--- src/rtl/reg_write_queue.sv ---
// reg_write_queue: write-request FIFO sitting in front of the register bank.
// Requests (address, data) arrive over a valid/ready handshake, are buffered,
// and drain one per cycle as a one-hot write enable plus a shared data bus.
// HOLD stalls draining without blocking new pushes.
// Optional feature macro RWQ_BYPASS_EN: an in-range request arriving while the
// queue is empty and not held is written straight through in the same cycle.
module reg_write_queue #(
    parameter int DEPTH    = 4,
    parameter int NUM_REGS = 8,
    parameter int ADDR_W   = 3,
    parameter int DATA_W   = 16
) (
    input  logic                       CLK,
    input  logic                       RST_N,
    input  logic                       IN_VALID,
    output logic                       IN_READY,
    input  logic [ADDR_W-1:0]          IN_ADDR,
    input  logic [DATA_W-1:0]          IN_DATA,
    input  logic                       HOLD,
    output logic [NUM_REGS-1:0]        WE_ONEHOT,
    output logic [DATA_W-1:0]          WR_DATA,
    output logic [$clog2(DEPTH):0]     LEVEL,
    output logic                       ERR_OOR
);

    localparam int PTR_W = $clog2(DEPTH);
    localparam int LVL_W = PTR_W + 1;
    localparam logic [LVL_W-1:0]  DEPTH_L    = LVL_W'(DEPTH);
    localparam logic [ADDR_W:0]   NUM_REGS_L = (ADDR_W + 1)'(NUM_REGS);

    logic [PTR_W-1:0]  wr_ptr_q, wr_ptr_d;
    logic [PTR_W-1:0]  rd_ptr_q, rd_ptr_d;
    logic [LVL_W-1:0]  level_q,  level_d;
    logic              err_oor_q, err_oor_d;

    logic [ADDR_W-1:0] mem_addr_q [DEPTH];
    logic [DATA_W-1:0] mem_data_q [DEPTH];

    logic              in_ready;
    logic              in_range;
    logic              push_fire;
    logic              store;
    logic              pop;
    logic              bypass;
    logic [ADDR_W-1:0] head_addr;
    logic [DATA_W-1:0] head_data;

    function automatic logic [NUM_REGS-1:0] onehot(input logic [ADDR_W-1:0] idx);
        onehot = NUM_REGS'(1) << idx;
    endfunction

    assign head_addr = mem_addr_q[rd_ptr_q];
    assign head_data = mem_data_q[rd_ptr_q];

    // Handshake, bypass, issue and next-state computation.
    always_comb begin
        // NOTE: every output of this block gets a default first so no path
        // leaves a value unassigned and infers a latch.
        wr_ptr_d  = wr_ptr_q;
        rd_ptr_d  = rd_ptr_q;
        level_d   = level_q;
        err_oor_d = err_oor_q;
        WE_ONEHOT = '0;
        WR_DATA   = '0;

        // Ready depends on registered occupancy only, never on VALID or HOLD.
        in_ready  = (level_q < DEPTH_L);
        in_range  = ({1'b0, IN_ADDR} < NUM_REGS_L);
        push_fire = IN_VALID & in_ready;
`ifdef RWQ_BYPASS_EN
        bypass    = (level_q == '0) & ~HOLD & IN_VALID & in_range;
`else
        bypass    = 1'b0;
`endif
        // Out-of-range requests complete the handshake but are dropped.
        store     = push_fire & in_range & ~bypass;
        pop       = (level_q != '0) & ~HOLD;

        if (bypass) begin
            WE_ONEHOT = onehot(IN_ADDR);
            WR_DATA   = IN_DATA;
        end else begin
            if (pop) begin
                WE_ONEHOT = onehot(head_addr);
            end
            if (level_q != '0) begin
                WR_DATA = head_data;
            end
        end

        if (store) begin
            wr_ptr_d = wr_ptr_q + PTR_W'(1);
        end
        if (pop) begin
            rd_ptr_d = rd_ptr_q + PTR_W'(1);
        end
        // A push is impossible when full, a pop is impossible when empty,
        // so the count never leaves 0..DEPTH.
        level_d = level_q + LVL_W'(store) - LVL_W'(pop);

        if (push_fire & ~in_range) begin
            err_oor_d = 1'b1;
        end
    end

    // Control state: pointers, occupancy and the sticky error flag.
    always_ff @(posedge CLK or negedge RST_N) begin
        // NOTE: state flops use non-blocking assignments so every flop samples
        // the pre-edge values regardless of statement order.
        if (!RST_N) begin
            wr_ptr_q  <= '0;
            rd_ptr_q  <= '0;
            level_q   <= '0;
            err_oor_q <= 1'b0;
        end else begin
            wr_ptr_q  <= wr_ptr_d;
            rd_ptr_q  <= rd_ptr_d;
            level_q   <= level_d;
            err_oor_q <= err_oor_d;
        end
    end

    // Entry storage: written at the tail on every stored push.
    always_ff @(posedge CLK) begin
        // NOTE: the storage array is deliberately not reset; an entry is only
        // ever read while LEVEL marks it valid, and resetting LEVEL invalidates all.
        if (store) begin
            mem_addr_q[wr_ptr_q] <= IN_ADDR;
            mem_data_q[wr_ptr_q] <= IN_DATA;
        end
    end

    assign IN_READY = in_ready;
    assign LEVEL    = level_q;
    assign ERR_OOR  = err_oor_q;

endmodule

--- config.mk ---
export PLATFORM = sky130hd
export DESIGN_NAME = reg_write_queue
export DESIGN_NICKNAME = d
export VERILOG_FILES = /design/src/rtl/reg_write_queue.sv
export SDC_FILE = /design/constraint.sdc
export NUM_CORES = 1
export LEC_CHECK = 0
export CAP_MARGIN = 0
export CORE_MARGIN = 4
export CORE_UTILIZATION = 40
export DETAILED_ROUTE_END_ITERATION = 8
export GPL_TIMING_DRIVEN = 0
export SYNTH_ARGS = -nofsm -noshare
export SYNTH_HDL_FRONTEND = slang
export SYNTH_SLANG_ARGS = --single-unit
--- constraint.sdc ---
create_clock -name CLK -period 2.17 [get_ports CLK]
set_input_delay 0.5425 -clock CLK [delete_from_list [all_inputs] [get_ports CLK]]
set_output_delay 0.5425 -clock CLK [all_outputs]
set_load 0.02 [all_outputs]
==> out/qor.yml, run 1 <==
status: "complete, but fails checks"
violations: "setup timing"
cts_max_path_buffers: 2
p_leak_nw: 1.62
portBuffers: 50
period_needed_ns: 2.53
fin_crit_sh_pct: 117
drv_cap: 0
r2r_slack_ns: 0.12
overflow: 0
power.density_nw_per_um2: 1420
vias: 1721
r2r_start: "LEVEL[1]"
vdd_ir_drop_max_uv: 774
wire_per_inst_microns: 17.3
fillers: 661
via_per_inst: 4.82
cts_buffers: 9
synth_edf_count: 76
drtAntennaViolNets: 0
cts-htree-levels: 3
crit_required_ns: 1.63
fmax_mhz: 395
critPathMaxFanout: 4
seq_area_frac_synth_pct: 73.5
synth_area_sq_um: 3340
fin_ws_ns: -0.364
core_sq_um: 8180
initial_core_util_pct: 40.9
dieArea_sq_um: 9880
max_slew_margin_pct: 29.3
synth_top_flop_cell: "edfxtp_1"
ys_ff_latch: 83
hold_slack_ns: 0.467
syn_inst: 172
rsz0062_at_grt: "yes"
die_x_microns: 99.4
hold_viol: 0
wl_microns: 6160
ys_types: 25
cp-startpoint: "rd_ptr_q[0]"
final_layout_size_suffix_gt1_share_pct: 42.1
worstPathArrival_ns: 1.99
drt-initial-drc-count: 77
gp_congestion: 0.699
die_y_microns: 99.4
hold_path.class: "primary input to async pin"
first_global_vias: 1812
rows: 33
dp.final_hpwl_microns: 3720
cts_root_buf: "clkbuf_8"
ctsHoldBuffers: 0
layout.cells.non_filler: 357
synth-async-reset-ratio_pct: 8.43
antenna_cells: 0
cp_cell_sequence: "buf_6 -> mux4_2 -> or3_4 -> nor2_1 -> buf_4"
endpoint: "WE_ONEHOT[3]"
worstMarginPinSlew_ns: 1.06
syn_to_final_growth_pct: 33.6
cts_tree: "built"
syn_nets: 202
cts_num_sinks: 83
max_stage_delay_ns: 0.49
nNetsFinal: 278
clock_latency_ns: 0.34
grt_usage_pct: 13.0
placed_cells: 327
avgSynthCellArea_sq_um: 19.4
antenna_found_initial: 0
finClkSkew_ns: 0.00875
maxSlewViolCount: 0
drtPass1Iterations: 4
grt_pass1_wl_microns: 9600
crit_path_end_kind: "output port"
grt_max_degree: 20
critPathSlowestCell: "mux4_2"
seq_area_sq_um: 2460
yosysWarningCount: 0
drc: 0
worstSetupPathType: "flop to output port"
multiInputGateArea_sq_um: 895
cp-start-kind: "flop"
reg2reg_to: "LEVEL[2]"
r2r_cells: 8
pin_count: 52
setup_viol: 24
power_mw: 6.36
cts.clk_slew.worst_paths_ns: 0.08
how the worst min path moves through the flow:
| stage | slack, ns | depth (start not counted) | from | end |
|---|---|---|---|---|
| after floorplan | 0.25 | 0 | RST_N | LEVEL[0] |
| after global placement | 0.56 | 1 | LEVEL[0] | LEVEL[0] |
| after detailed placement | 0.56 | 1 | LEVEL[0] | LEVEL[0] |
| after CTS | 0.47 | 1 | RST_N | LEVEL[2] |
| after global routing | 0.47 | 1 | RST_N | LEVEL[0] |
| final | 0.47 | 1 | RST_N | LEVEL[0] |
critical path: cells and delay by family (launching register included):
family,cells,cell delay (ns)
buffers and inverters,2,0.27
flip-flops,1,0.43
multiplexers,1,0.49
AND/OR/NAND/NOR,2,0.47
cell type report:
class,instances,share of cell area [%]
inverters,8,0.672
clock inverters,5,1.77
plain buffers,7,1.82
clock buffers,10,2.86
multi-input cells,73,20.0
repair buffers,66,14.9
flip-flops and latches,83,55.1
well taps,105,2.94
repair_timing:
action                     4_1_cts  5_1_grt
setup buffers                   10        7
hold endpoints to repair         0        0
setup endpoints to repair      101       24
resized for setup              158       25
cloned                           0        1
pin swaps                        8       10
sequential cells by signal, summed over array words and instances (netlist names):
name        flops
wr_ptr_q        2
mem_addr_q     12
rd_ptr_q        2
mem_data_q     64
LEVEL           3
cell usage after synthesis (2+ instances only):
cell type   n  area share, %
dfrtp_1     7            5.2
nand2b_1    2           0.37
mux4_2     17             11
inv_1       8           0.90
buf_2       2           0.30
edfxtp_1   76             68
xnor2_1     4            1.0
nor2_1      9            1.0
and2_1     20            3.7
mux4_1      2            1.6
nand2_1     2           0.22
clkbuf_1    3           0.34
nand3_1     2           0.30
ha_1        6            2.2
buf_4       2           0.45
metrics by stage:
step	TNS [ns]	util [%]	worst slack [ns]	area, sq um
final	-6.50	54.6	-0.364	4470
after global routing	-8.42	54.6	-0.449	4470
after CTS	-6.07	53.0	-0.369	4340
after detailed placement	-52.11	48.6	-0.587	3970
after global placement	-50.86	48.6	-0.581	3970
after floorplan	0	-	0.00817	3340
logic make-up after synthesis:
kind of cell	count (synthesis)	synth area share [%]
buffers and inverters	16	2.32
xor gates and xnor gates	5	1.31
and+or+nand+nor	40	6.70
AOI/OAI and AO/OA	1	0.150
DFF	83	73.5
muxes	19	13.0
adders and majority gates	7	2.85
other	1	0.112
cells in the final DEF (no fill, tap or decap), drive strengths merged, types with 2 or more instances in the layout:
| cell | count |
|---|---|
| and2 | 20 |
| buf | 43 |
| bufinv | 2 |
| clkbuf | 13 |
| clkdlybuf4s50 | 25 |
| clkinv | 3 |
| dfrtp | 7 |
| edfxtp | 76 |
| ha | 6 |
| inv | 8 |
| mux4 | 19 |
| nand2 | 2 |
| nand2b | 2 |
| nand3 | 2 |
| nor2 | 9 |
| or3 | 2 |
| xnor2 | 4 |
power by group:
part | total, mW | internal, mW | switching [mW]
Sequential | 2.17 | 2.04 | 0.129
Combinational | 3.01 | 1.70 | 1.32
Clock | 1.18 | 0.641 | 0.537
Total | 6.36 | 4.38 | 1.98
per-layer routing:
layer | share of wire (%) | track usage (%)
met1 | 44 | 17.6
met2 | 49 | 20.1
met3 | 4.8 | 3.23
met4 | 1.9 | 5.99
met5 | 0 | 0
Power figures use the tool's default switching activity.
==> run 2, diff against run 1 <==
- CAP_MARGIN: 0 -> not set
==> results of run 2 <==
Final layout, timing and power as in run 1 (identical DEF).
